**config.mk**
```make
export PLATFORM = sky130hd
export DESIGN_NAME = eth_rx_filter_flat
export DESIGN_NICKNAME = d
export VERILOG_FILES = /design/src/rtl/eth_rx_filter_pkg.sv /design/src/rtl/eth_rx_filter_if.sv /design/src/rtl/eth_rx_filter_axis_out_reg.sv /design/src/rtl/eth_rx_filter.sv /design/src/flat_wrapper.sv
export SDC_FILE = /design/constraint.sdc
export NUM_CORES = 1
export LEC_CHECK = 0
export BUFFER_PORTS_ARGS = -buffer_cell sky130_fd_sc_hd__buf_4
export CORE_AREA = 2 2 125 127
export CTS_CLUSTER_DIAMETER = 150
export DETAILED_ROUTE_END_ITERATION = 10
export DIE_AREA = 0 0 127 129
export PLACE_DENSITY = 0.7
export SYNTH_ARGS = -nofsm -noshare
export SYNTH_HDL_FRONTEND = slang
export SYNTH_SLANG_ARGS = --single-unit
```
**constraint.sdc**
```tcl
create_clock -name clk -period 5.3 [get_ports clk]
set_input_delay 0.795 -clock clk [delete_from_list [all_inputs] [get_ports clk]]
set_output_delay 0.795 -clock clk [all_outputs]
set_load 0.01 [all_outputs]
```
**src/rtl/eth_rx_filter_pkg.sv**
```systemverilog
// Shared constants and types for the Ethernet RX frame filter.
package eth_rx_filter_pkg;

  localparam logic [15:0] ETHERTYPE_IPV4 = 16'h0800;
  localparam logic [15:0] ETHERTYPE_ARP  = 16'h0806;
  localparam logic [47:0] MAC_BCAST      = 48'hffff_ffff_ffff;

  typedef enum logic [1:0] {
    IDLE,
    FWD,
    DROP
  } state_t;

  function automatic logic type_ok(input logic [15:0] eth_type);
    return (eth_type == ETHERTYPE_IPV4) || (eth_type == ETHERTYPE_ARP);
  endfunction

endpackage

```
**src/rtl/eth_rx_filter_if.sv**
```systemverilog
// Ethernet header plus byte-wide payload stream, as produced by the header/payload splitter.
interface eth_rx_filter_if #(
  parameter int DATA_WIDTH = 8
);

  logic                  hdr_valid;
  logic                  hdr_ready;
  logic [47:0]           dest_mac;
  logic [47:0]           src_mac;
  logic [15:0]           eth_type;
  logic                  is_arp;
  logic [DATA_WIDTH-1:0] tdata;
  logic                  tvalid;
  logic                  tready;
  logic                  tlast;
  logic                  tuser;

  modport master (
    output hdr_valid, dest_mac, src_mac, eth_type, is_arp,
    output tdata, tvalid, tlast, tuser,
    input  hdr_ready, tready
  );

  // The upstream splitter has no ARP flag, so the receiving side does not see one.
  modport slave (
    input  hdr_valid, dest_mac, src_mac, eth_type,
    input  tdata, tvalid, tlast, tuser,
    output hdr_ready, tready
  );

endinterface

```
**src/rtl/eth_rx_filter_axis_out_reg.sv**
```systemverilog
// Two-entry skid register: full throughput, upstream ready is registered so the
// downstream ready never reaches it combinationally.
module axis_out_reg #(
  parameter int DATA_WIDTH = 8
) (
  input  logic                  clk,
  input  logic                  rst_n,
  input  logic [DATA_WIDTH-1:0] up_data,
  input  logic                  up_last,
  input  logic                  up_user,
  input  logic                  up_valid,
  output logic                  up_ready,
  output logic [DATA_WIDTH-1:0] dn_data,
  output logic                  dn_last,
  output logic                  dn_user,
  output logic                  dn_valid,
  input  logic                  dn_ready
);

  logic [DATA_WIDTH-1:0] data_p0, data_p1;
  logic                  last_p0, last_p1;
  logic                  user_p0, user_p1;
  logic                  vld_p0, vld_p1;
  logic                  vld_p0_next, vld_p1_next;
  logic                  ready_reg, ready_early;
  logic                  load_p0_up, load_p1_up, load_p0_tmp;

  // ready_reg=1 implies the temp slot is empty, so an accepted beat always has a home.
  always_comb begin
    ready_early = dn_ready || (!vld_p1 && (!vld_p0 || !up_valid));
    vld_p0_next = vld_p0;
    vld_p1_next = vld_p1;
    load_p0_up  = 1'b0;
    load_p1_up  = 1'b0;
    load_p0_tmp = 1'b0;
    if (ready_reg) begin
      if (dn_ready || !vld_p0) begin
        vld_p0_next = up_valid;
        load_p0_up  = 1'b1;
      end else begin
        vld_p1_next = up_valid;
        load_p1_up  = 1'b1;
      end
    end else if (dn_ready) begin
      vld_p0_next = vld_p1;
      vld_p1_next = 1'b0;
      load_p0_tmp = 1'b1;
    end
  end

  always_ff @(posedge clk) begin
    if (!rst_n) begin
      vld_p0    <= 1'b0;
      vld_p1    <= 1'b0;
      ready_reg <= 1'b0;
    end else begin
      vld_p0    <= vld_p0_next;
      vld_p1    <= vld_p1_next;
      ready_reg <= ready_early;
    end
  end

  // p0: output stage, p1: temp (skid) stage
  always_ff @(posedge clk) begin
    if (load_p0_up) begin
      data_p0 <= up_data;
      last_p0 <= up_last;
      user_p0 <= up_user;
    end else if (load_p0_tmp) begin
      data_p0 <= data_p1;
      last_p0 <= last_p1;
      user_p0 <= user_p1;
    end
    if (load_p1_up) begin
      data_p1 <= up_data;
      last_p1 <= up_last;
      user_p1 <= up_user;
    end
  end

  assign up_ready = ready_reg;
  assign dn_data  = data_p0;
  assign dn_last  = last_p0;
  assign dn_user  = user_p0;
  assign dn_valid = vld_p0;

endmodule

```
**src/rtl/eth_rx_filter.sv**
```systemverilog
// Drops frames not addressed to this station (or broadcast) or not IPv4/ARP;
// forwards accepted headers and payload unchanged and counts the drops.
module eth_rx_filter
  import eth_rx_filter_pkg::*;
#(
  parameter int DATA_WIDTH   = 8,
  parameter bit BROADCAST_EN = 1'b1,
  parameter int CNT_WIDTH    = 16
) (
  input  logic                 clk,
  input  logic                 rst_n,
  input  logic [47:0]          local_mac,
  eth_rx_filter_if.slave       s_eth,
  eth_rx_filter_if.master      m_eth,
  output logic                 frame_dropped,
  output logic [CNT_WIDTH-1:0] drop_count,
  output logic                 busy
);

  state_t      state, state_next;
  logic        hdr_hs, match, accept;
  logic        beat_hs, last_hs, fwd_beat;
  logic        out_ready;
  logic        hdr_vld_p0;
  logic [47:0] dest_p0, src_p0;
  logic [15:0] type_p0;
  logic        arp_p0;

  function automatic logic [CNT_WIDTH-1:0] sat_inc(input logic [CNT_WIDTH-1:0] v);
    return (&v) ? v : v + CNT_WIDTH'(1);
  endfunction

  assign match   = (s_eth.dest_mac == local_mac) ||
                   (BROADCAST_EN && (s_eth.dest_mac == MAC_BCAST));
  assign accept  = match && type_ok(s_eth.eth_type);
  assign hdr_hs  = s_eth.hdr_valid && s_eth.hdr_ready;
  assign beat_hs = s_eth.tvalid && s_eth.tready;
  assign last_hs = beat_hs && s_eth.tlast;
  assign fwd_beat = beat_hs && (state == FWD);

  always_ff @(posedge clk) begin
    if (!rst_n) state <= IDLE;
    else        state <= state_next;
  end

  // Header ready is held low during reset so nothing is taken before the FSM is clean.
  always_comb begin
    state_next      = state;
    s_eth.hdr_ready = 1'b0;
    s_eth.tready    = 1'b0;
    busy            = (state != IDLE);
    unique case (state)
      IDLE: begin
        s_eth.hdr_ready = rst_n && (!hdr_vld_p0 || m_eth.hdr_ready);
        if (hdr_hs) state_next = accept ? FWD : DROP;
      end
      FWD: begin
        s_eth.tready = out_ready;
        if (last_hs) state_next = IDLE;
      end
      DROP: begin
        s_eth.tready = 1'b1;
        if (last_hs) state_next = IDLE;
      end
      default: state_next = IDLE;
    endcase
  end

  // p0: registered output header, independent of the payload stream
  always_ff @(posedge clk) begin
    if (!rst_n) begin
      hdr_vld_p0    <= 1'b0;
      dest_p0       <= '0;
      src_p0        <= '0;
      type_p0       <= '0;
      arp_p0        <= 1'b0;
      frame_dropped <= 1'b0;
      drop_count    <= '0;
    end else begin
      frame_dropped <= 1'b0;
      if (m_eth.hdr_ready) hdr_vld_p0 <= 1'b0;
      if (hdr_hs) begin
        if (accept) begin
          hdr_vld_p0 <= 1'b1;
          dest_p0    <= s_eth.dest_mac;
          src_p0     <= s_eth.src_mac;
          type_p0    <= s_eth.eth_type;
          arp_p0     <= (s_eth.eth_type == ETHERTYPE_ARP);
        end else begin
          frame_dropped <= 1'b1;
          drop_count    <= sat_inc(drop_count);
        end
      end
    end
  end

  assign m_eth.hdr_valid = hdr_vld_p0;
  assign m_eth.dest_mac  = dest_p0;
  assign m_eth.src_mac   = src_p0;
  assign m_eth.eth_type  = type_p0;
  assign m_eth.is_arp    = arp_p0;

  axis_out_reg #(
    .DATA_WIDTH(DATA_WIDTH)
  ) u_out_reg (
    .clk      (clk),
    .rst_n    (rst_n),
    .up_data  (s_eth.tdata),
    .up_last  (s_eth.tlast),
    .up_user  (s_eth.tuser),
    .up_valid (fwd_beat),
    .up_ready (out_ready),
    .dn_data  (m_eth.tdata),
    .dn_last  (m_eth.tlast),
    .dn_user  (m_eth.tuser),
    .dn_valid (m_eth.tvalid),
    .dn_ready (m_eth.tready)
  );

endmodule
```
**src/flat_wrapper.sv**
```systemverilog
// flat-port wrapper written by rule: the top's interface ports become plain ports
module eth_rx_filter_flat import eth_rx_filter_pkg::*;
#(
  parameter int DATA_WIDTH   = 8,
  parameter bit BROADCAST_EN = 1'b1,
  parameter int CNT_WIDTH    = 16
)
  (clk, rst_n, local_mac, frame_dropped, drop_count, busy, s_eth_hdr_valid, s_eth_dest_mac, s_eth_src_mac, s_eth_eth_type, s_eth_tdata, s_eth_tvalid, s_eth_tlast, s_eth_tuser, s_eth_hdr_ready, s_eth_tready, m_eth_hdr_valid, m_eth_dest_mac, m_eth_src_mac, m_eth_eth_type, m_eth_is_arp, m_eth_tdata, m_eth_tvalid, m_eth_tlast, m_eth_tuser, m_eth_hdr_ready, m_eth_tready);
  eth_rx_filter_if #(.DATA_WIDTH(DATA_WIDTH)) s_eth_i ();
  eth_rx_filter_if #(.DATA_WIDTH(DATA_WIDTH)) m_eth_i ();
  input  logic clk;
  input  logic rst_n;
  input  logic [47:0] local_mac;
  output logic frame_dropped;
  output logic [CNT_WIDTH-1:0] drop_count;
  output logic busy;
  input wire logic [$bits(s_eth_i.hdr_valid)-1:0] s_eth_hdr_valid;
  input wire logic [$bits(s_eth_i.dest_mac)-1:0] s_eth_dest_mac;
  input wire logic [$bits(s_eth_i.src_mac)-1:0] s_eth_src_mac;
  input wire logic [$bits(s_eth_i.eth_type)-1:0] s_eth_eth_type;
  input wire logic [$bits(s_eth_i.tdata)-1:0] s_eth_tdata;
  input wire logic [$bits(s_eth_i.tvalid)-1:0] s_eth_tvalid;
  input wire logic [$bits(s_eth_i.tlast)-1:0] s_eth_tlast;
  input wire logic [$bits(s_eth_i.tuser)-1:0] s_eth_tuser;
  output wire logic [$bits(s_eth_i.hdr_ready)-1:0] s_eth_hdr_ready;
  output wire logic [$bits(s_eth_i.tready)-1:0] s_eth_tready;
  output wire logic [$bits(m_eth_i.hdr_valid)-1:0] m_eth_hdr_valid;
  output wire logic [$bits(m_eth_i.dest_mac)-1:0] m_eth_dest_mac;
  output wire logic [$bits(m_eth_i.src_mac)-1:0] m_eth_src_mac;
  output wire logic [$bits(m_eth_i.eth_type)-1:0] m_eth_eth_type;
  output wire logic [$bits(m_eth_i.is_arp)-1:0] m_eth_is_arp;
  output wire logic [$bits(m_eth_i.tdata)-1:0] m_eth_tdata;
  output wire logic [$bits(m_eth_i.tvalid)-1:0] m_eth_tvalid;
  output wire logic [$bits(m_eth_i.tlast)-1:0] m_eth_tlast;
  output wire logic [$bits(m_eth_i.tuser)-1:0] m_eth_tuser;
  input wire logic [$bits(m_eth_i.hdr_ready)-1:0] m_eth_hdr_ready;
  input wire logic [$bits(m_eth_i.tready)-1:0] m_eth_tready;
  assign s_eth_i.hdr_valid = s_eth_hdr_valid;
  assign s_eth_i.dest_mac = s_eth_dest_mac;
  assign s_eth_i.src_mac = s_eth_src_mac;
  assign s_eth_i.eth_type = s_eth_eth_type;
  assign s_eth_i.tdata = s_eth_tdata;
  assign s_eth_i.tvalid = s_eth_tvalid;
  assign s_eth_i.tlast = s_eth_tlast;
  assign s_eth_i.tuser = s_eth_tuser;
  assign s_eth_hdr_ready = s_eth_i.hdr_ready;
  assign s_eth_tready = s_eth_i.tready;
  assign m_eth_hdr_valid = m_eth_i.hdr_valid;
  assign m_eth_dest_mac = m_eth_i.dest_mac;
  assign m_eth_src_mac = m_eth_i.src_mac;
  assign m_eth_eth_type = m_eth_i.eth_type;
  assign m_eth_is_arp = m_eth_i.is_arp;
  assign m_eth_tdata = m_eth_i.tdata;
  assign m_eth_tvalid = m_eth_i.tvalid;
  assign m_eth_tlast = m_eth_i.tlast;
  assign m_eth_tuser = m_eth_i.tuser;
  assign m_eth_i.hdr_ready = m_eth_hdr_ready;
  assign m_eth_i.tready = m_eth_tready;
  eth_rx_filter #(.DATA_WIDTH(DATA_WIDTH), .BROADCAST_EN(BROADCAST_EN), .CNT_WIDTH(CNT_WIDTH)) u_core (.clk(clk), .rst_n(rst_n), .local_mac(local_mac), .s_eth(s_eth_i), .m_eth(m_eth_i), .frame_dropped(frame_dropped), .drop_count(drop_count), .busy(busy));
endmodule
```
==> results.md, run 1 <==
- Cts repair resizes: 0
- Worst setup EP type: register
- WS Path Type: in -> reg
- Leakage: 4.23 nW
- I/O Buffers: 320
- Max cap viols: 0
- Worst EP required: about 5.6 ns
- CTS root buf: clkbuf_16
- Skew final: about 0.0077 ns
- Residual DRC: 0
- # IOs: 321
- Routed via count: about 5400
- CP startpoint kind: input port
- Fin Setup TNS: 0 ns
- Clock sink count: roughly 160
- GRT Resource Usage Total: between 20% and 30%
- Main combinational cell family by area after synthesis: compound AO/OA/AOI/OAI gates
- Final nets: about 1000
- Sequential share of power: between 40% and 50%
- Synth Instances: approximately 520
- Cell family with most CP delay: simple AND/OR/NAND/NOR gates
- Site Rows: 45
- Warnings, synthesis: 0
- Final min period: roughly 3.1 ns
- Min-Delay Path Class: reg -> reg
- CP peak stage delay: roughly 0.57 ns
- RSZ-0062 raised after global routing: no
- Post-synth top flop: dfxtp_1
- Post-synthesis compound-gate area fraction: 16.6%
- Seq/Total Area, Yosys: 56.1%
- #FFs+latches synth: between 150 and 200
- Setup Viol. Count Final: 0
- Maximum clock path buffer count: 2
- Vias in the first global route: 5374
- Final wirelength: about 20000 µm
- DP Wirelength: between 15000 and 20000 µm
- Initial antenna violation count: 0
- TritonCTS clock tree: built
- Synth Net Count: roughly 700
- Buf/Inv on CP: 1
- Core area: about 15000 µm²
- Least-Margin Pin Slew: 1.08 ns
- Cells along the critical path: buf_4, xor2_1, nor4_1, nand4_1, o31ai_4, nand4_2, and2_4, a22o_1
- Antenna-violating nets left: 0
- Comb pwr share: between 10% and 20%
- Fraction of synthesized area in multiplexers: between 4 and 5%
- Die width: 127 µm
- Final Slew Violations: 0
- Fin crit share: between 50% and 60%
- Peak supply drop: between 0.2 and 0.25 mV
- Synth Area in Adders: less than 1%
- Clk slew on worst S/H paths: 0.06 ns
- Clk Latency, worst-skew pair: 0.41 ns
- Post-CTS setup buffer count: 0
- Clock power frac: a little over two fifths
- Synth cell types: 36
- Initial Utilization: 39.6%
- Final Util: roughly three fifths
- Slowest CP cell: and2_4
- Worst EP arrival: approximately 3.4 ns
- Power density cells: just under 300 nW/µm²
- WL per Instance: 19.3 µm
- GP Congestion: 0.918
- Overflow after GRT: 0
- Num CTS Buffers: 17
- DR vias/cell: between 5 and 6
- Max frequency: about 0.32 GHz
- Drt first-iter violations: around 260
- Net Sw Power: just over 0.0006 W
- Mapped Area: ~5900 µm²
- First-pass DRT Iterations: 4
- Worst slew margin: between 20% and 30%
- EDFF count, synth: 20
- Die height: ~130 µm
- Largest net degree at the start of global routing: 100
- Area added between synthesis and finish: 52.0%
- H-Tree Depth: 4
- CP Max Fanout: just under 100
- Share of cells above drive strength 1: between 40% and 50%
- DIE AREA: approximately 16000 µm²
- CTS Hold Bufs: 0
- Final Hold Viols: 0
- Asr flop ratio synth: 0%
- Global-route wire length before repair: roughly 29000 µm
- Switching share of total power: between 20% and 30%
- Internal power: between 0.002 and 0.0025 W
- Simple logic cell fraction of the synthesized area: approximately 12%
- Post-Synth XOR/XNOR Area: under 10%
- Diodes inserted: 0
- Mean area per synthesized cell: roughly 11 µm²
- Status: complete, no violations
==> layout by cell type (no fill, tap or decap), drive strengths merged <==
cell type  netlist  layout
buf             11     322
dfxtp          136     136
a22o            99      99
xor2            49      49
nand2           29      29
nand4           25      25
clkbuf          17      23
and3            20      20
edfxtp          20      20
nor4            18      18
mux2i           13      13
nor2            13      13
nand3           12      12
inv              9      11
mux2            10      10
nand2b           7       7
a21oi            6       6
clkinv           0       6
ha               4       4
nor2b            3       3
nor3             3       3
a31oi            3       3
o31ai            2       2
o21bai           1       1
nor4b            1       1
and2             1       1
a31o             1       1
nor3b            1       1
o21a             1       1
nand4b           1       1
o21ai            1       1
a22oi            1       1
clkinvlp         0       1
==> cell usage after synthesis, types with 4 or more instances <==
cell      instances  area share (%)
nor4_1           18             1.9
buf_2             7            0.59
nand2_1          29             1.8
nand4_1          24             2.5
inv_1             9            0.57
xor2_1           49             7.2
clkbuf_1         17             1.1
nand3_1          12             1.0
mux2i_1          13             2.2
nor2_1           12            0.76
a21oi_1           6            0.51
nand2b_1          7            0.74
a22o_1           99              15
ha_1              4            0.84
dfxtp_1         136              46
edfxtp_1         20              10
and3_1           20             2.1
mux2_2           10             1.9
==> worst min-delay path, stage by stage (launching register included) <==
cell and delay [ns]:
dfxtp_1 0.32, nand2_1 0.05, nand2_1 0.05
==> power by group through the flow <==
stage	registers, W	clock network [W]	logic (W)
after floorplan	0.00125	0	0.000101
after detailed placement	0.00125	0	0.000288
after global placement	0.00125	0	0.000285
after global routing	0.00123	0.00119	0.000312
final	0.00122	0.00112	0.000288
after CTS	0.00122	0.00115	0.000290
==> path summary, 6_finish.rpt <==
kind / from / to / slack (ns) / cells past startpoint
worst min register to register: u_core.m_eth.eth_type[11] / u_core.m_eth.eth_type[11] / 0.46 / 2
worst min-delay path: u_core.m_eth.eth_type[11] / u_core.m_eth.eth_type[11] / 0.46 / 2
worst max register to register: u_core.state[0] / u_core.m_eth.src_mac[7] / 2.70 / 8
worst max-delay path: s_eth_dest_mac[2] / u_core.m_eth.dest_mac[21] / 2.19 / 8
==> state kept, by name, indices dropped and copies added, names as in the netlist <==
| name | count |
|---|---|
| u_core.drop_count | 16 |
| u_core.frame_dropped | 1 |
| u_core.m_eth.dest_mac | 48 |
| u_core.m_eth.eth_type | 16 |
| u_core.m_eth.hdr_valid | 1 |
| u_core.m_eth.is_arp | 1 |
| u_core.m_eth.src_mac | 48 |
| u_core.state | 2 |
| u_core.u_out_reg.data_p1 | 8 |
| u_core.u_out_reg.dn_data | 8 |
| u_core.u_out_reg.dn_last | 1 |
| u_core.u_out_reg.dn_user | 1 |
| u_core.u_out_reg.dn_valid | 1 |
| u_core.u_out_reg.last_p1 | 1 |
| u_core.u_out_reg.up_ready | 1 |
| u_core.u_out_reg.user_p1 | 1 |
| u_core.u_out_reg.vld_p1 | 1 |
==> kinds of logic (layout without fill, tap and decap cells) <==
logic type               after synthesis  count (layout)
adder cells (fa/ha/maj)                4               4
buffers and inverters                 37             363
flip-flops                           156             156
multiplexers                          23              23
AO/OA/AOI/OAI                        115             115
XOR/XNOR                              49              49
AND/OR/NAND/NOR                      134             134
==> metrics by stage <==
step / setup slack [ns] / cell area, µm² / hold WS, ns / cells / total power [W]
6_report: 2.19 / 9010 / 0.459 / 1032 / 0.00264
5_1_grt: 2.03 / 9010 / 0.480 / 1032 / 0.00273
3_3_place_gp: 1.87 / 8460 / 0.436 / 1000 / 0.00153
3_5_place_dp: 1.79 / 8460 / 0.445 / 1000 / 0.00154
4_1_cts: 2.24 / 9010 / 0.454 / 1032 / 0.00266
2_1_floorplan: 2.59 / 5930 / 0.463 / 518 / 0.00136
==> routing by layer <==
| metal | GRT usage, % | share of wire [%] |
|---|---|---|
| met2 | 40.1 | 51 |
| met4 | 7.95 | 1.7 |
| met1 | 29.0 | 40 |
| met3 | 6.32 | 6.8 |
| met5 | 0 | 0 |
==> final cells by class <==
class / instances / area (µm²)
Sequential cell: 156 / 3320
Multi-Input combinational cell: 325 / 2440
Clock inverter: 9 / 58.8
Fill cell: 1243 / 5970
Clock buffer: 23 / 489
Timing Repair Buffer: 322 / 2430
Tap cell: 188 / 235
Inverter: 9 / 33.8
No activity file was read; power rests on OpenSTA's default activity.
==> inputs of run 2 (changes only) <==
--- a/config.mk
+++ b/config.mk
@@ -5,12 +5,13 @@
 export SDC_FILE = /design/constraint.sdc
 export NUM_CORES = 1
 export LEC_CHECK = 0
+export ABC_AREA = 1
 export BUFFER_PORTS_ARGS = -buffer_cell sky130_fd_sc_hd__buf_4
-export CORE_AREA = 2 2 125 127
+export CORE_MARGIN = 2
+export CORE_UTILIZATION = 43
 export CTS_CLUSTER_DIAMETER = 150
 export DETAILED_ROUTE_END_ITERATION = 10
-export DIE_AREA = 0 0 127 129
-export PLACE_DENSITY = 0.7
+export PLACE_DENSITY = 0.74
 export SYNTH_ARGS = -nofsm -noshare
 export SYNTH_HDL_FRONTEND = slang
 export SYNTH_SLANG_ARGS = --single-unit
==> constraint.sdc (replaced) <==
create_clock -name clk -period 2.5 [get_ports clk]
set_input_delay 0.375 -clock clk [delete_from_list [all_inputs] [get_ports clk]]
set_output_delay 0.375 -clock clk [all_outputs]
set_load 0.01 [all_outputs]
==> run 2 against run 1 <==
Net effect: sequential power increased by 110%; core utilization increased by 2.9 points; critical path depth increased by 2; flip-flop and latch count unchanged; die area increased by 12%; count of clock-buffer cells in the layout decreased by 6; cell area increased by 17%; wire length increased by 12%; setup slack got worse by 1.9 ns; sequential share of layout area decreased by 5.3 points; global-route usage increased by 0.61 points; critical endpoint is now u_core.drop_count[8]; largest cell class unchanged; highest routed layer unchanged.
==> results.md, run 2 <==
- CP Max Fanout: 18
- Overflow after GRT: 0
- H-Tree Depth: 4
- CTS root buf: clkbuf_16
- Clock power frac: between 40% and 50%
- Core area: approximately 17000 µm²
- Number of fill cells: roughly 1500
- Top-area cell type share of the netlist area: around 37%
- Final Slew Violations: 0
- GRT Resource Usage Total: between 20% and 30%
- Area added between synthesis and finish: 42.3%
- Post-CTS setup buffer count: 0
- Placed Cells incl. Taps: 1613
- DIE AREA: ~18000 µm²
- CP startpoint kind: register
- Final min period: 2.17 ns
- Most common cell in the synthesized netlist: nand2_1
- Residual DRC: 0
- Final Util: 63.1%
- Max frequency: approximately 0.46 GHz
- Clk Latency, worst-skew pair: about 0.42 ns
- Dpl cell area: 9930 µm²
- R2R setup slack: approximately 0.33 ns
- Cts repair resizes: 0
- Skew final: between 0.009 and 0.01 ns
- Synth Instances: 1105
- CP peak stage delay: approximately 0.42 ns
- Antenna-violating nets left: 0
- Worst EP arrival: roughly 2.5 ns
- CTS Hold Bufs: 0
- WS Path Type: reg -> reg
- Sequential share of power: ~44%
- Final wirelength: around 22000 µm
- Max cap viols: 0
- Synth cell types: 28
- DP Wirelength: 17200 µm
- Cells along the critical path: ha_1, nand2_1, nor3_2, nand3_1, nor2_1, inv_2, nand3_1, nand2_1, nand2_1, nor2_1
- EDFF count, synth: 20
- Initial Utilization: between 40% and 50%
- TritonCTS clock tree: built
- Net Sw Power: roughly 0.0014 W
- Mapped Area: approximately 7400 µm²
- Warnings, synthesis: 0
- Total Power: 0.00584 W
- Fin crit share: between 80 and 90%
- Comb pwr share: 10.9%
- Least-Margin Pin Slew: between 0.7 and 0.8 ns
- RSZ-0062 raised after global routing: no
- Most common cell after layout, fill and taps aside: nand2_1
- WL per Instance: 13.5 µm
- Commonest non-fill, non-tap cells in the layout: nand2_1 (355), buf_4 (328), nor2_1 (231)
- Diodes inserted: 0
- Mean area per synthesized cell: 6.70 µm²
- Fin Setup TNS: 0 ns
- Die height: ~140 µm
- Drt first-iter violations: ~320
- Clock sink count: approximately 160
- Clk slew on worst S/H paths: roughly 0.07 ns
- Asr flop ratio synth: 0%
- Post-synth top flop: dfxtp_1
- Global-route wire length before repair: around 35000 µm
- DR vias/cell: 4.51
- Fin cells: 1645
- Worst setup EP type: register
- Initial antenna violation count: 0
- Seq/Total Area, Yosys: between 40% and 50%
- Peak supply drop: 0.422 mV
- Worst slew margin: between 40% and 50%
- Internal power: around 0.0044 W
- # IOs: approximately 320
- Min-Delay Path Class: in -> reg
- #FFs+latches synth: between 150 and 200
- Num CTS Buffers: 17
- Site Rows: between 40 and 50
- Slowest CP cell: dfxtp_1
- First-pass DRT Iterations: 5
- Final nets: ~1600
- Synth cell count leaders: nand2_1 (355), nor2_1 (231), inv_1 (167)
- Largest net degree at the start of global routing: around 120
- Maximum clock path buffer count: 2
- Buf/Inv on CP: 1
- Synth area leader: dfxtp_1
- Cell family with most CP delay: simple AND/OR/NAND/NOR gates
- Routed via count: between 7000 and 8000
- Status: complete, no violations
- Power density cells: around 550 nW/µm²
- Vias in the first global route: 7042
- Fin area: about 11000 µm²
- GP Congestion: ~0.90
- Final Hold Viols: 0
- Die width: 135 µm
- Most common cell on crit path: nand2_1
- Leakage: about 5.7 nW
- I/O Buffers: 320
- Worst EP required: ~2.8 ns
- Switching share of total power: 24.6%
- Share of cells above drive strength 1: between 20% and 30%
- Most area-consuming cells after synthesis: dfxtp_1 (37%), nand2_1 (18%), nor2_1 (12%)
- Synth Net Count: between 1000 and 1500
- Setup Viol. Count Final: 0
-- run 2: power by group through the flow --
stage	Sequential, W	Combinational [W]	Clock, W
4_1_cts	0.00259	0.000641	0.00268
5_1_grt	0.00260	0.000697	0.00278
6_report	0.00259	0.000636	0.00261
3_3_place_gp	0.00265	0.000628	0
2_1_floorplan	0.00266	0.000239	0
3_5_place_dp	0.00265	0.000637	0
-- run 2: kinds of logic after synthesis --
group	Yosys count	share of synthesized area (%)
buf+inv	221	12.3
flops	156	44.9
fa+ha+maj	4	0.677
xor+xnor	36	4.26
compound gates	31	2.28
simple gates	657	35.5
-- run 2: final timing paths --
kind                                           startpoint                     endpoint  cells past startpoint
worst min register to register  u_core.m_eth.eth_type[11]    u_core.m_eth.eth_type[11]                      1
worst max-delay path                 u_core.drop_count[0]         u_core.drop_count[8]                     10
worst min-delay path                       s_eth_tdata[6]  u_core.u_out_reg.data_p1[6]                      1
worst max register to register       u_core.drop_count[0]         u_core.drop_count[8]                     10
-- run 2: routing by layer --
metal  track usage [%]  part of all wire, %  vias to the layer above  routed length, µm
met4              10.0                  3.4                        0                762
met1              27.1                   39                     3194               8670
li1                  -                    -                     3903                  -
met3              7.63                  8.8                       43               1960
met2              42.3                   49                      281              10800
met5                 0                    0                        -                  0
-- run 2: final cells by class --
type                            instances  area (µm²)  share of cell area (%)
Sequential cell                       156        3320                    31.6
Multi-Input combinational cell        728        3170                    30.1
Timing Repair Buffer                  329        2480                    23.6
Inverter                              180         676                    6.42
Clock buffer                           17         425                    4.04
Tap cell                              220         275                    2.61
Clock inverter                         15         179                    1.70
-- run 2: worst register-to-register path, stage by stage (launching register included) --
cell and delay, ns:
dfxtp_1 0.42, ha_1 0.25, nand2_1 0.09, nor3_2 0.25, nand3_1 0.13, nor2_1 0.18, inv_2 0.17, nand3_1 0.34
nand2_1 0.10, nand2_1 0.08, nor2_1 0.05
-- run 2: stage by stage --
step | hold WS, ns | worst slack (ns)
2_1_floorplan | 0.445 | 0.586
6_report | 0.143 | 0.333
5_1_grt | 0.121 | 0.132
3_3_place_gp | 0.449 | 0.260
4_1_cts | 0.122 | 0.338
3_5_place_dp | 0.460 | 0.225
